==> src/rtl/pipeline_control_if.sv <==
// Handshake bundle between hazard detection / cache hit lines and the
// pipeline latch enables driven by pipeline_control.
interface pipeline_control_if #(
   parameter int CNT_W = 16
);
   logic             ihit;
   logic             dhit;
   logic             dREN_mem;
   logic             dWEN_mem;
   logic             lw_hazard;
   logic             branch_taken_ex;
   logic             jump_id;
   logic             halt_wb;
   logic             pc_en;
   logic             ifid_en;
   logic             ifid_flush;
   logic             idex_en;
   logic             idex_flush;
   logic             exmem_en;
   logic             memwb_en;
   logic             halted;
   logic [CNT_W-1:0] stall_cnt;
   logic [CNT_W-1:0] flush_cnt;

   modport master (
      output ihit, dhit, dREN_mem, dWEN_mem, lw_hazard, branch_taken_ex, jump_id, halt_wb,
      input  pc_en, ifid_en, ifid_flush, idex_en, idex_flush, exmem_en, memwb_en,
      input  halted, stall_cnt, flush_cnt
   );

   modport slave (
      input  ihit, dhit, dREN_mem, dWEN_mem, lw_hazard, branch_taken_ex, jump_id, halt_wb,
      output pc_en, ifid_en, ifid_flush, idex_en, idex_flush, exmem_en, memwb_en,
      output halted, stall_cnt, flush_cnt
   );
endinterface

==> src/rtl/pipeline_control.sv <==
// Pipeline stall/flush sequencer: turns hazard, redirect, cache-wait and
// halt indications into PC and pipeline-latch enables and flush strobes.
//
// state    | meaning
// ---------+-----------------------------------------------------------
// RUN      | normal flow, full decode priority
// LUSE     | one bubble inserted for a load-use hazard, hazard now ignored
// REDIRECT | waiting for the fetch at a branch/jump target
// HALT     | halt retired, everything frozen until reset
module pipeline_control #(
   parameter int CNT_W = 16
) (
   input  logic              CLK,
   input  logic              nRST,
   pipeline_control_if.slave bus
);
   typedef enum logic [1:0] {RUN, LUSE, REDIRECT, HALT} state_t;

   state_t           state, state_nxt;
   logic             mem_busy;
   logic             halt_dec;
   logic             stall_inc;
   logic             flush_inc;
   logic             halted;
   logic [CNT_W-1:0] stall_cnt;
   logic [CNT_W-1:0] flush_cnt;

   assign mem_busy = (bus.dREN_mem | bus.dWEN_mem) & ~bus.dhit;

   // state register
   always_ff @(posedge CLK or negedge nRST) begin
      if (!nRST) state <= RUN;
      else       state <= state_nxt;
   end

   // next-state and enable/flush decode; everything stays 0 while in reset
   always_comb begin
      state_nxt      = state;
      halt_dec       = 1'b0;
      bus.pc_en      = 1'b0;
      bus.ifid_en    = 1'b0;
      bus.ifid_flush = 1'b0;
      bus.idex_en    = 1'b0;
      bus.idex_flush = 1'b0;
      bus.exmem_en   = 1'b0;
      bus.memwb_en   = 1'b0;
      if (nRST && state != HALT) begin
         if (bus.halt_wb) begin
            halt_dec  = 1'b1;
            state_nxt = HALT;
         end else if (mem_busy) begin
            state_nxt = state;
         end else if (bus.branch_taken_ex) begin
            bus.pc_en      = 1'b1;
            bus.ifid_en    = 1'b1;
            bus.ifid_flush = 1'b1;
            bus.idex_en    = 1'b1;
            bus.idex_flush = 1'b1;
            bus.exmem_en   = 1'b1;
            bus.memwb_en   = 1'b1;
            state_nxt      = bus.ihit ? RUN : REDIRECT;
         end else if (state == REDIRECT) begin
            // the instruction sitting in ID is squashed, so its jump or
            // load-use indication is meaningless here
            bus.pc_en      = bus.ihit;
            bus.ifid_en    = bus.ihit;
            bus.idex_en    = 1'b1;
            bus.idex_flush = 1'b1;
            bus.exmem_en   = 1'b1;
            bus.memwb_en   = 1'b1;
            state_nxt      = bus.ihit ? RUN : REDIRECT;
         end else if (bus.jump_id) begin
            bus.pc_en      = 1'b1;
            bus.ifid_en    = 1'b1;
            bus.ifid_flush = 1'b1;
            bus.idex_en    = 1'b1;
            bus.exmem_en   = 1'b1;
            bus.memwb_en   = 1'b1;
            state_nxt      = bus.ihit ? RUN : REDIRECT;
         end else if (bus.lw_hazard && state == RUN) begin
            bus.idex_en    = 1'b1;
            bus.idex_flush = 1'b1;
            bus.exmem_en   = 1'b1;
            bus.memwb_en   = 1'b1;
            state_nxt      = LUSE;
         end else begin
            bus.pc_en      = bus.ihit;
            bus.ifid_en    = 1'b1;
            bus.ifid_flush = ~bus.ihit;
            bus.idex_en    = 1'b1;
            bus.exmem_en   = 1'b1;
            bus.memwb_en   = 1'b1;
            state_nxt      = RUN;
         end
      end
   end

   // the halt decode cycle itself is not a stall; HALT freezes both counters
   assign stall_inc = nRST && !bus.pc_en && state != HALT && !halt_dec;
   assign flush_inc = bus.ifid_flush | bus.idex_flush;

   // sticky halt flag and saturating event counters
   always_ff @(posedge CLK or negedge nRST) begin
      if (!nRST) begin
         halted    <= 1'b0;
         stall_cnt <= '0;
         flush_cnt <= '0;
      end else begin
         if (halt_dec) halted <= 1'b1;
         if (stall_inc && stall_cnt != '1) stall_cnt <= stall_cnt + 1'b1;
         if (flush_inc && flush_cnt != '1) flush_cnt <= flush_cnt + 1'b1;
      end
   end

   assign bus.halted    = halted;
   assign bus.stall_cnt = stall_cnt;
   assign bus.flush_cnt = flush_cnt;
endmodule

==> src/flat_wrapper.sv <==
// flat-port wrapper written by rule: the top's interface ports become plain ports
module pipeline_control_flat 
#(
   parameter int CNT_W = 16
)
  (CLK, nRST, bus_ihit, bus_dhit, bus_dREN_mem, bus_dWEN_mem, bus_lw_hazard, bus_branch_taken_ex, bus_jump_id, bus_halt_wb, bus_pc_en, bus_ifid_en, bus_ifid_flush, bus_idex_en, bus_idex_flush, bus_exmem_en, bus_memwb_en, bus_halted, bus_stall_cnt, bus_flush_cnt);
  pipeline_control_if #(.CNT_W(CNT_W)) bus_i ();
  input  logic CLK;
  input  logic nRST;
  input wire logic [$bits(bus_i.ihit)-1:0] bus_ihit;
  input wire logic [$bits(bus_i.dhit)-1:0] bus_dhit;
  input wire logic [$bits(bus_i.dREN_mem)-1:0] bus_dREN_mem;
  input wire logic [$bits(bus_i.dWEN_mem)-1:0] bus_dWEN_mem;
  input wire logic [$bits(bus_i.lw_hazard)-1:0] bus_lw_hazard;
  input wire logic [$bits(bus_i.branch_taken_ex)-1:0] bus_branch_taken_ex;
  input wire logic [$bits(bus_i.jump_id)-1:0] bus_jump_id;
  input wire logic [$bits(bus_i.halt_wb)-1:0] bus_halt_wb;
  output wire logic [$bits(bus_i.pc_en)-1:0] bus_pc_en;
  output wire logic [$bits(bus_i.ifid_en)-1:0] bus_ifid_en;
  output wire logic [$bits(bus_i.ifid_flush)-1:0] bus_ifid_flush;
  output wire logic [$bits(bus_i.idex_en)-1:0] bus_idex_en;
  output wire logic [$bits(bus_i.idex_flush)-1:0] bus_idex_flush;
  output wire logic [$bits(bus_i.exmem_en)-1:0] bus_exmem_en;
  output wire logic [$bits(bus_i.memwb_en)-1:0] bus_memwb_en;
  output wire logic [$bits(bus_i.halted)-1:0] bus_halted;
  output wire logic [$bits(bus_i.stall_cnt)-1:0] bus_stall_cnt;
  output wire logic [$bits(bus_i.flush_cnt)-1:0] bus_flush_cnt;
  assign bus_i.ihit = bus_ihit;
  assign bus_i.dhit = bus_dhit;
  assign bus_i.dREN_mem = bus_dREN_mem;
  assign bus_i.dWEN_mem = bus_dWEN_mem;
  assign bus_i.lw_hazard = bus_lw_hazard;
  assign bus_i.branch_taken_ex = bus_branch_taken_ex;
  assign bus_i.jump_id = bus_jump_id;
  assign bus_i.halt_wb = bus_halt_wb;
  assign bus_pc_en = bus_i.pc_en;
  assign bus_ifid_en = bus_i.ifid_en;
  assign bus_ifid_flush = bus_i.ifid_flush;
  assign bus_idex_en = bus_i.idex_en;
  assign bus_idex_flush = bus_i.idex_flush;
  assign bus_exmem_en = bus_i.exmem_en;
  assign bus_memwb_en = bus_i.memwb_en;
  assign bus_halted = bus_i.halted;
  assign bus_stall_cnt = bus_i.stall_cnt;
  assign bus_flush_cnt = bus_i.flush_cnt;
  pipeline_control #(.CNT_W(CNT_W)) u_core (.CLK(CLK), .nRST(nRST), .bus(bus_i));
endmodule
==> config.mk <==
export PLATFORM = sky130hd
export DESIGN_NAME = pipeline_control_flat
export DESIGN_NICKNAME = d
export VERILOG_FILES = /design/src/rtl/pipeline_control_if.sv /design/src/rtl/pipeline_control.sv /design/src/flat_wrapper.sv
export SDC_FILE = /design/constraint.sdc
export NUM_CORES = 1
export LEC_CHECK = 0
export BUFFER_PORTS_ARGS = -buffer_cell sky130_fd_sc_hd__buf_2
export CAP_MARGIN = 5
export CORE_MARGIN = 4
export CORE_UTILIZATION = 55
export CTS_CLUSTER_SIZE = 24
export DETAILED_ROUTE_END_ITERATION = 8
export HOLD_SLACK_MARGIN = 0.03
export PLACE_DENSITY_LB_ADDON = 0.08
export SETUP_SLACK_MARGIN = 0.05
export SYNTH_ARGS = -nofsm -noshare
export SYNTH_HDL_FRONTEND = slang
export SYNTH_SLANG_ARGS = --single-unit
==> constraint.sdc <==
create_clock -name CLK -period 6.2 [get_ports CLK]
set_clock_uncertainty 0.2 [all_clocks]
set_input_delay 0.62 -clock CLK [delete_from_list [all_inputs] [get_ports CLK]]
set_output_delay 0.62 -clock CLK [all_outputs]
set_load 0.1 [all_outputs]
==> results of run 1 <==
## state kept, by name, indices dropped and copies added (netlist names)
signal and count:
u_core.bus.halted 1, u_core.bus.flush_cnt 16, u_core.bus.stall_cnt 16, u_core.state 2
## worst paths after layout
kind	startpoint	endpoint	slack, ns	cells after the start
setup / recovery	nRST	bus_pc_en	2.85	5
hold / removal	nRST	u_core.bus.flush_cnt[13]	0.16	1
setup reg to reg	u_core.bus.stall_cnt[0]	u_core.bus.stall_cnt[1]	3.77	6
hold reg to reg	u_core.bus.halted	u_core.bus.halted	0.28	1
max in group asynchronous	nRST	u_core.bus.stall_cnt[10]	5.14	1
min in group CLK	u_core.bus.halted	u_core.bus.halted	0.28	1
## cells in the mapped netlist, types with 2 or more instances
master                     number  area share, %
sky130_fd_sc_hd__a21oi_1        5            1.4
sky130_fd_sc_hd__and2_1         3            1.0
sky130_fd_sc_hd__and3_1        11            3.7
sky130_fd_sc_hd__and4_1         4            1.9
sky130_fd_sc_hd__buf_4          2           0.82
sky130_fd_sc_hd__buf_6          2            1.2
sky130_fd_sc_hd__dfrtp_1       35             48
sky130_fd_sc_hd__ha_1           2            1.4
sky130_fd_sc_hd__inv_1          3           0.61
sky130_fd_sc_hd__mux2_4         2            1.6
sky130_fd_sc_hd__nand2_1        9            1.8
sky130_fd_sc_hd__nand2b_1       2           0.68
sky130_fd_sc_hd__nand3_1       14            3.8
sky130_fd_sc_hd__nand4_1       12            4.1
sky130_fd_sc_hd__nand4_2        2            1.4
sky130_fd_sc_hd__nor2_1         5            1.0
sky130_fd_sc_hd__nor3_1         4            1.1
sky130_fd_sc_hd__o21bai_1       2           0.82
sky130_fd_sc_hd__xnor2_1       27             13
sky130_fd_sc_hd__xor2_1         2           0.95
## final cells by class
cell class              instances  area (µm²)
inverters                       3        11.3
well taps                      44        55.1
multi-input cells             123         902
flip-flops and latches         35         876
fillers                       263         970
clock buffers                   8        68.8
repair buffers                 49         245
## logic make-up after synthesis
group / count (synthesis) / synth area share, %
muxes: 3 / 2.25
buffers and inverters: 9 / 3.13
adders and majority gates: 2 / 1.36
and+or+nand+nor: 73 / 24.2
AOI/OAI and AO/OA: 16 / 7.50
DFF: 35 / 47.7
xor gates and xnor gates: 29 / 13.8
## per-layer routing
layer,share of wire [%],global-route usage (%),vias up
met4,1.5,8.55,0
li1,-,-,700
met5,0,0,-
met1,41,23.0,720
met3,5.1,5.61,6
met2,53,34.8,29
## power by group through the flow
stage / logic (mW) / clock network [mW] / registers [mW]
finish: 0.309 / 0.141 / 0.289
global route: 0.326 / 0.154 / 0.297
CTS: 0.312 / 0.144 / 0.289
detailed placement: 0.312 / 0 / 0.293
global placement: 0.305 / 0 / 0.290
floorplan: 0.102 / 0 / 0.449
## metrics by stage
step / cells / area (µm²) / util [%]
floorplan: 167 / 1840 / -
global placement: 254 / 2090 / 66.8
detailed placement: 254 / 2090 / 66.8
CTS: 262 / 2160 / 69.0
global route: 262 / 2160 / 69.0
finish: 262 / 2160 / 69.0
==> qor.log, run 1 <==
qor: status.run_status finished clean
qor: min_path.hold_path_class in -> async
qor: cells_and_area.antenna_cells_inserted 0
qor: pwr.vdd_ir_drop_max 0.403 mV
qor: drt.ant_nets 0
qor: pwr.sw_frac_of_total 48.5%
qor: synth.postSynthRegisterBits 35
qor: synth.synthesis.instances 167
qor: grt.groute.usage.overall 20.1%
qor: floorplan.start_util 58.7%
qor: sta.hold_ws 0.157 ns
qor: cells_and_area.flow.area_growth_from_synthesis 17.6%
qor: floorplan.die_w 65.8 µm
qor: sta.post-route-worst-setup-slack 2.85 ns
qor: drt.drc 0
qor: clocking.tritoncts.num_buffers 5
qor: placed_design.dp.final_hpwl 2840 µm
qor: job.maxcap_violations 0
qor: floorplan.die-height 65.8 µm
qor: pwr.p_clk_share 19.1%
qor: placed_design.place_congestion 0.804
qor: setup_path.critical_path_class in -> out
qor: grt.vias_in_the_first_global_route 1507
qor: synth.synth_edf_count 0
qor: grt.grt-ovfl-total 0
qor: synth.synthesis.nets 179
qor: setup_path.critPathLaunchType primary input
qor: sta.report.final.hold_viol_count 0
qor: sta.achievable-frequency 298 MHz
qor: setup_path.critical_path_sink_type primary output
qor: setup_path.crit_path_required_time 5.38 ns
qor: setup_path.crit_path_cell_trace buf_2 -> a21boi_1 -> nand3_1 -> nor3_1 -> buf_2
qor: placed_design.portBuffers 49
qor: drt.drtPass1Iterations 4
qor: synth.syn-cell-area 1840 µm²
qor: clocking.clock_root_cell sky130_fd_sc_hd__clkbuf_4
qor: drt.drt_iter0_drc 75
qor: clocking.post_cts.repair.setup_buffers 0
qor: floorplan.floorplan.die_area 4330 µm²
qor: drt.dr_total_vias 1455
qor: clocking.clock_latency 0.34 ns
qor: sta.pins_over_slew_limit 0
qor: setup_path.path_common_cell sky130_fd_sc_hd__buf_2
qor: setup_path.timing.critical_path.slowest_stage_cell sky130_fd_sc_hd__buf_2
qor: cells_and_area.top_library_cells_by_usage_in_the_layout_fill_and_taps_aside 49 x sky130_fd_sc_hd__buf_2, 35 x sky130_fd_sc_hd__dfrtp_1, 27 x sky130_fd_sc_hd__xnor2_1
qor: grt.antenna_found_initial 0
qor: pwr.combinational_group_share_of_total_power 41.8%
qor: cells_and_area.drive_above_1_share 32.1%
qor: pwr.cellPowerDensity 343 nW/µm²
qor: pwr.power.net_switching 358 µW
qor: pwr.internal-power 381 µW
qor: synth.syn_avg_cell_area 11.0 µm²
qor: pwr.power.share.sequential 39.1%
qor: drt.finalWirelength 3770 µm
qor: synth.number_of_synthesis_warnings 0
qor: setup_path.worst_path_largest_cell_delay 0.61 ns
qor: cells_and_area.layout.cells.most_common sky130_fd_sc_hd__buf_2
qor: sta.layout_min_cycle_time 3.35 ns
qor: synth.synth_sequential_area_ratio 47.7%
qor: floorplan.io-pin-count 50
qor: setup_path.crit_family buffers and inverters
qor: drt.drt-vias-per-instance 5.55
qor: sta.tightestPinTransition 0.799 ns
qor: floorplan.core.rowCount 20
qor: clocking.clockBufferDepth 2
qor: clocking.worst_setup_hold_path_clk_slew 0.10 ns
qor: synth.yosys.cell_types.count 39
qor: drt.dr_wl_cell 14.4 µm
qor: grt.grt_pass1_wl 6740 µm
qor: sta.relSlewSlack 46.7%
qor: cells_and_area.final_nets 229
qor: clocking.clock_sink_count 35
qor: setup_path.critical_path_buf_inv_count 2
qor: clocking.htree_num_levels 2
qor: sta.final_setup_viols 0
qor: placed_design.placement.setup.worst_slack 2.79 ns
qor: pwr.leakage 1.07 nW
qor: pwr.design_power_total 739 µW
qor: synth.postSynth.topFlopCell sky130_fd_sc_hd__dfrtp_1
qor: synth.ys_async_sr_fraction 100%
qor: sta.fin_tns_setup 0 ns
qor: clocking.post_cts_resize_count 0
qor: sta.rsz_0062_raised_after_global_routing no
qor: clocking.clock_tree_from_tritoncts built
qor: setup_path.critical_path_peak_fanout 39
qor: setup_path.critPathArrivalTime 2.53 ns
qor: floorplan.fp.coreArea 3130 µm²
qor: sta.fin_crit_sh 54.1%
qor: grt.grt_max_degree 40
qor: clocking.postCtsHoldBufs 0
Note: power is estimated with default switching activity, not from simulation.
==> run 2, diff against run 1 <==
--- a/config.mk
+++ b/config.mk
@@ -8,7 +8,7 @@
 export BUFFER_PORTS_ARGS = -buffer_cell sky130_fd_sc_hd__buf_2
 export CAP_MARGIN = 5
 export CORE_MARGIN = 4
-export CORE_UTILIZATION = 55
+export CORE_UTILIZATION = 52
 export CTS_CLUSTER_SIZE = 24
 export DETAILED_ROUTE_END_ITERATION = 8
 export HOLD_SLACK_MARGIN = 0.03
==> constraint.sdc (replaced) <==
create_clock -name CLK -period 3.36 [get_ports CLK]
set_clock_uncertainty 0.2 [all_clocks]
set_input_delay 0.336 -clock CLK [delete_from_list [all_inputs] [get_ports CLK]]
set_output_delay 0.336 -clock CLK [all_outputs]
set_load 0.1 [all_outputs]
==> run 2 against run 1 <==
  * Sequential power up 84%
  * First-iteration DRC count is 2.7% higher
  * Sequential share of layout area fell by 0.47 points
  * Via count did not move
  * Power increased by 84%
  * Final cell count is 1.5% higher
  * Critical path depth rose by 1
==> qor.log, run 2 (synthesis gave the netlist of run 1 again) <==
qor: status.run_status finished clean
qor: cells_and_area.layout.cells.most_common sky130_fd_sc_hd__buf_2
qor: min_path.hold_path_depth 2
qor: setup_path.r2r_path_start u_core.bus.stall_cnt[0]
qor: placed_design.place_congestion 0.845
qor: floorplan.fp.coreArea 3360 µm²
qor: cells_and_area.top_library_cells_by_usage_in_the_layout_fill_and_taps_aside 49 x sky130_fd_sc_hd__buf_2, 35 x sky130_fd_sc_hd__dfrtp_1, 27 x sky130_fd_sc_hd__xnor2_1
qor: setup_path.critical_path_class in -> out
qor: setup_path.timing.reg2reg.setup_slack 0.97 ns
qor: setup_path.crit_path_required_time 2.82 ns
qor: sta.relSlewSlack 68.4%
qor: setup_path.critPathLaunchType primary input
qor: grt.globalRouteMet1Util 23.6%
qor: clocking.post_cts.repair.setup_buffers 0
qor: pwr.power.net_switching 659 µW
qor: sta.layout_min_cycle_time 2.78 ns
qor: grt.groute.usage.overall 18.8%
qor: drt.dr_total_vias 1455
qor: sta.achievable-frequency 360 MHz
qor: grt.vias_in_the_first_global_route 1374
qor: floorplan.io-pin-count 50
qor: grt.grt_max_degree 39
qor: grt.antenna_found_initial 0
qor: grt.met2_usage 30.4%
qor: cells_and_area.reg_top3 u_core.bus.flush_cnt x16, u_core.bus.stall_cnt x16, u_core.state x2
qor: cells_and_area.regArea 876 µm²
qor: clocking.post_cts_resize_count 0
qor: drt.drtPass1Iterations 4
qor: drt.drc 0
qor: sta.pins_over_slew_limit 0
qor: pwr.p_clk_share 19.2%
qor: cells_and_area.flow.area_growth_from_synthesis 19.0%
qor: clocking.clock_sink_count 35
qor: cells_and_area.drive_above_1_share 32.7%
qor: setup_path.r2r-end u_core.bus.stall_cnt[1]
qor: sta.rsz_0062_raised_after_global_routing no
qor: grt.grt-ovfl-total 0
qor: grt.grt_pass1_wl 6390 µm
qor: sta.fin_crit_sh 82.7%
qor: pwr.internal-power 704 µW
qor: setup_path.path_common_cell sky130_fd_sc_hd__buf_2
qor: clocking.tritoncts.num_buffers 5
qor: cells_and_area.final_nets 231
qor: setup_path.critical_path_peak_fanout 6
qor: grt.grt_use_met3 6.16%
qor: min_path.hold_path.startpoint bus_halt_wb
qor: drt.drt-vias-per-instance 5.47
qor: placed_design.portBuffers 49
qor: setup_path.timing.reg2reg.worst_path_depth 6
qor: drt.drt_iter0_drc 77
qor: floorplan.die_w 67.4 µm
qor: setup_path.crit_path_cell_trace dlygate4sd3_1 -> buf_2 -> a21boi_1 -> nand3_1 -> a21oi_1 -> buf_2
qor: cells_and_area.fillers 317
qor: setup_path.critPathArrivalTime 2.24 ns
qor: clocking.worst_setup_hold_path_clk_slew 0.10 ns
qor: job.maxcap_violations 0
qor: min_path.destination_of_the_worst_hold_path u_core.bus.halted
qor: cells_and_area.multi_input_gate_area_in_the_final_layout 907 µm²
qor: floorplan.floorplan.die_area 4540 µm²
qor: sta.final_setup_viols 0
qor: sta.hold_ws 0.0736 ns
qor: clocking.clockBufferDepth 2
qor: setup_path.critical_path_sink_type primary output
qor: clocking.htree_num_levels 2
qor: drt.ant_nets 0
qor: placed_design.placement.setup.worst_slack 1.00 ns
qor: clocking.clock_latency 0.34 ns
qor: sta.fin_tns_setup 0 ns
qor: pwr.power.share.sequential 39.1%
qor: placed_design.dp.final_hpwl 2790 µm
qor: floorplan.die-height 67.4 µm
qor: setup_path.timing.critical_path.slowest_stage_cell sky130_fd_sc_hd__dlygate4sd3_1
qor: pwr.sw_frac_of_total 48.4%
qor: pwr.leakage 1.08 nW
qor: drt.dr_wl_cell 14.1 µm
qor: drt.finalWirelength 3750 µm
qor: sta.report.final.hold_viol_count 0
qor: sta.post-route-worst-setup-slack 0.582 ns
qor: setup_path.worst_path_largest_cell_delay 0.52 ns
qor: pwr.combinational_group_share_of_total_power 41.7%
qor: grt.peak_usage_layer_in_the_global_routing_report met2
qor: clocking.clock_tree_from_tritoncts built
qor: min_path.hold_path_class in -> reg
qor: clocking.clock_root_cell sky130_fd_sc_hd__clkbuf_4
qor: pwr.cellPowerDensity 624 nW/µm²
qor: cells_and_area.antenna_cells_inserted 0
qor: pwr.vdd_ir_drop_max 0.575 mV
qor: floorplan.core.rowCount 21
qor: pwr.design_power_total 1.36 mW
qor: floorplan.start_util 54.6%
qor: sta.tightestPinTransition 0.470 ns
## run 2: how the worst max path moves through the flow
stage	from	endpoint	slack (ns)	depth (start not counted)
6_report	nRST	bus_idex_flush	0.58	6
5_1_grt	nRST	bus_idex_flush	0.42	6
4_1_cts	nRST	bus_pc_en	0.59	6
3_5_place_dp	u_core.bus.stall_cnt[0]	u_core.bus.stall_cnt[1]	1.00	6
3_3_place_gp	u_core.bus.stall_cnt[0]	u_core.bus.stall_cnt[1]	1.07	6
2_1_floorplan	u_core.state[1]	bus_idex_flush	0.37	4
## run 2: per-layer routing
metal	routed length, µm	share of wire (%)
met4	38	1.0
met1	1680	45
met3	304	8.1
met2	1720	46
met5	0	0
## run 2: per-stage QoR
| stage | std cells | utilization [%] | area [µm²] |
|---|---|---|---|
| floorplan | 167 | - | 1840 |
| global placement | 257 | 62.6 | 2100 |
| detailed placement | 257 | 62.6 | 2100 |
| CTS | 266 | 64.9 | 2180 |
| global route | 266 | 64.9 | 2180 |
| finish | 266 | 64.9 | 2180 |
## run 2: critical path, delay by kind of cell
kind	cells	cell delay, ns
simple gates	1	0.29
buf+inv	3	1.08
compound gates	2	0.53
## run 2: cell type report
cell class / instances / share of cell area (%)
Clock buffer: 8 / 3.15
Inverter: 3 / 0.516
Multi-Input combinational cell: 123 / 41.5
Sequential cell: 35 / 40.1
Tap cell: 46 / 2.64
Timing Repair Buffer: 51 / 12.0
## run 2: power by group through the flow
stage | clock, mW | combinational [mW] | sequential, mW
after global routing | 0.292 | 0.596 | 0.543
after CTS | 0.272 | 0.573 | 0.532
after floorplan | 0 | 0.189 | 0.829
after global placement | 0 | 0.567 | 0.535
final | 0.262 | 0.569 | 0.532
after detailed placement | 0 | 0.571 | 0.540
## run 2: what timing repair did
item,4_1_cts,5_1_grt
endpoints found under the setup margin,0,0
hold endpoints to repair,35,0
hold buffers,1,0
==> run 3, diff against run 2 <==
--- a/config.mk
+++ b/config.mk
@@ -8,7 +8,7 @@
 export BUFFER_PORTS_ARGS = -buffer_cell sky130_fd_sc_hd__buf_2
 export CAP_MARGIN = 5
 export CORE_MARGIN = 4
-export CORE_UTILIZATION = 52
+export CORE_UTILIZATION = 47
 export CTS_CLUSTER_SIZE = 24
 export DETAILED_ROUTE_END_ITERATION = 8
 export HOLD_SLACK_MARGIN = 0.03
==> constraint.sdc (replaced) <==
create_clock -name CLK -period 2.4 [get_ports CLK]
set_clock_uncertainty 0.2 [all_clocks]
set_input_delay 0.24 -clock CLK [delete_from_list [all_inputs] [get_ports CLK]]
set_output_delay 0.24 -clock CLK [all_outputs]
set_load 0.1 [all_outputs]
==> run 3 against run 2 <==
  * Critical path depth fell by 1
  * Combinational power rose by 51%
  * Final area rose by 13%
  * Largest cell class unchanged
==> qor.log, run 3 (synthesis gave the netlist of run 1 again) <==
qor: pwr.vdd_ir_drop_max 0.980 mV
qor: pwr.internal-power 1.30 mW
qor: setup_path.timing.critical_path.to u_core.bus.flush_cnt[1]
qor: cells_and_area.top_library_cells_by_usage_in_the_layout_fill_and_taps_aside 42 x sky130_fd_sc_hd__buf_2, 27 x sky130_fd_sc_hd__xnor2_1, 23 x sky130_fd_sc_hd__dfrtp_2
qor: sta.achievable-frequency 450 MHz
qor: min_path.hold_path_class in -> reg
qor: grt.grt_max_degree 39
qor: clocking.tritoncts.num_buffers 5
qor: cells_and_area.flow.area_growth_from_synthesis 34.8%
qor: sta.fin_crit_sh 92.6%
qor: sta.tightestPinTransition 0.572 ns
qor: cells_and_area.antenna_cells_inserted 0
qor: setup_path.crit_path_required_time 2.38 ns
qor: floorplan.die_w 70.5 µm
qor: floorplan.floorplan.die_area 4970 µm²
qor: setup_path.timing.reg2reg.setup_slack 0.18 ns
qor: clocking.clock_root_cell sky130_fd_sc_hd__clkbuf_8
qor: setup_path.r2r_path_start u_core.bus.flush_cnt[0]
qor: pwr.design_power_total 2.27 mW
qor: setup_path.r2r-end u_core.bus.flush_cnt[1]
qor: setup_path.timing.reg2reg.worst_path_depth 5
qor: clocking.worst_setup_hold_path_clk_slew 0.07 ns
qor: sta.pins_over_slew_limit 0
qor: floorplan.fp.coreArea 3720 µm²
qor: job.maxcap_violations 0
qor: drt.finalWirelength 3900 µm
qor: clocking.clock_tree_from_tritoncts built
qor: cells_and_area.fillers 325
qor: placed_design.portBuffers 49
qor: cells_and_area.final_instance_count_excl_fillers 271
qor: grt.vias_in_the_first_global_route 1471
qor: placed_design.numPlacedInstances 262
qor: setup_path.critical_path_class reg -> reg
qor: drt.drtPass1Iterations 4
qor: setup_path.critPathLaunchType flip-flop
qor: clocking.post_cts.repair.setup_buffers 0
qor: drt.dr_total_vias 1483
qor: grt.grt_pass1_wl 6710 µm
qor: sta.layout_min_cycle_time 2.22 ns
qor: grt.antenna_found_initial 0
qor: clocking.clockBufferDepth 2
qor: pwr.leakage 1.09 nW
qor: drt.ant_nets 0
qor: floorplan.io-pin-count 50
qor: drt.drt-vias-per-instance 5.47
qor: drt.dr_wl_cell 14.4 µm
qor: setup_path.critical_path_peak_fanout 9
qor: pwr.combinational_group_share_of_total_power 37.9%
qor: pwr.power.share.sequential 34.2%
qor: sta.relSlewSlack 61.8%
qor: grt.groute.usage.overall 16.8%
qor: floorplan.die-height 70.5 µm
qor: pwr.p_clk_share 27.8%
qor: pwr.cellPowerDensity 917 nW/µm²
qor: drt.drc 0
qor: drt.drt_iter0_drc 83
qor: placed_design.dp.final_hpwl 2930 µm
qor: floorplan.core.rowCount 22
qor: status.run_status finished clean
qor: sta.final_setup_viols 0
qor: clocking.clock_sink_count 35
qor: sta.report.final.hold_viol_count 0
qor: grt.grt-ovfl-total 0
qor: floorplan.start_util 49.4%
qor: clocking.clock_latency 0.29 ns
qor: setup_path.critPathArrivalTime 2.20 ns
qor: placed_design.place_congestion 0.855
qor: sta.rsz_0062_raised_after_global_routing no
qor: cells_and_area.drive_above_1_share 48.4%
qor: pwr.power.net_switching 967 µW
qor: setup_path.critical_path_sink_type flip-flop
qor: cells_and_area.layout.cells.most_common sky130_fd_sc_hd__buf_2
qor: clocking.htree_num_levels 2
qor: cells_and_area.reg_top3 u_core.bus.flush_cnt x16, u_core.bus.stall_cnt x16, u_core.state x2
qor: cells_and_area.final_nets 234
qor: setup_path.critPathLaunch u_core.bus.flush_cnt[0]
qor: pwr.sw_frac_of_total 42.6%
-- run 3: cell count changes in the layout (fill, tap and decap cells not counted), sizes merged --
cell      delta
clkbuf       -3
clkinvlp     +1
bufinv       +2
buf          +3
-- run 3: critical path, cell delays in order, from the launching register on --
cell                      delay [ns]
sky130_fd_sc_hd__dfrtp_4        0.50
sky130_fd_sc_hd__ha_1           0.21
sky130_fd_sc_hd__and3_1         0.24
sky130_fd_sc_hd__and4_1         0.29
sky130_fd_sc_hd__a41oi_4        0.29
sky130_fd_sc_hd__mux2_2         0.37
-- run 3: timing repair --
action | 4_1_cts | 5_1_grt
hold buffers | 1 | 0
hold endpoints to repair | 35 | 0
gates resized for setup | 1 | 2
pin swaps | 0 | 1
setup endpoints to repair | 5 | 13
-- run 3: layout make-up --
class | instances | area [µm²] | share of cell area [%]
Multi-Input combinational cell | 123 | 957 | 38.7
Sequential cell | 35 | 920 | 37.2
Timing Repair Buffer | 54 | 390 | 15.8
Clock buffer | 5 | 68.8 | 2.78
Clock inverter | 3 | 67.6 | 2.73
Tap cell | 48 | 60.1 | 2.43
Inverter | 3 | 11.3 | 0.455
-- run 3: power groups by stage --
| stage | registers, mW | clock network [mW] | logic, mW |
|---|---|---|---|
| global placement | 0.777 | 0 | 0.852 |
| global route | 0.791 | 0.676 | 0.909 |
| CTS | 0.776 | 0.645 | 0.867 |
| detailed placement | 0.787 | 0 | 0.862 |
| finish | 0.776 | 0.631 | 0.861 |
| floorplan | 1.20 | 0 | 0.273 |
-- run 3: through the flow --
step / hold WS [ns] / util [%] / instance area (µm²) / setup TNS [ns] / worst slack (ns)
final: 0.0565 / 66.6 / 2470 / 0 / 0.177
after global routing: 0.0486 / 66.6 / 2470 / 0 / 0.0921
after CTS: 0.0425 / 66.3 / 2460 / 0 / 0.0895
after detailed placement: 0.144 / 62.2 / 2310 / 0 / 0.131
after global placement: 0.139 / 62.2 / 2310 / 0 / 0.190
after floorplan: -0.256 / - / 1920 / -1.08 / -0.315
-- run 3: per-layer routing --
layer	track usage, %	routed length [µm]	up-vias
li1	-	-	709
met1	20.3	1700	720
met2	27.9	1860	49
met3	6.47	305	5
met4	4.47	38	0
met5	0	0	-
-- run 3: how the worst min path moves through the flow --
stage,from,end,slack [ns],depth (start not counted)
final,bus_halt_wb,u_core.bus.halted,0.06,2
after global routing,bus_halt_wb,u_core.bus.halted,0.05,2
after CTS,bus_halt_wb,u_core.bus.halted,0.04,2
after detailed placement,nRST,u_core.bus.flush_cnt[13],0.14,2
after global placement,nRST,u_core.bus.halted,0.14,2
after floorplan,nRST,u_core.bus.flush_cnt[10],-0.26,0
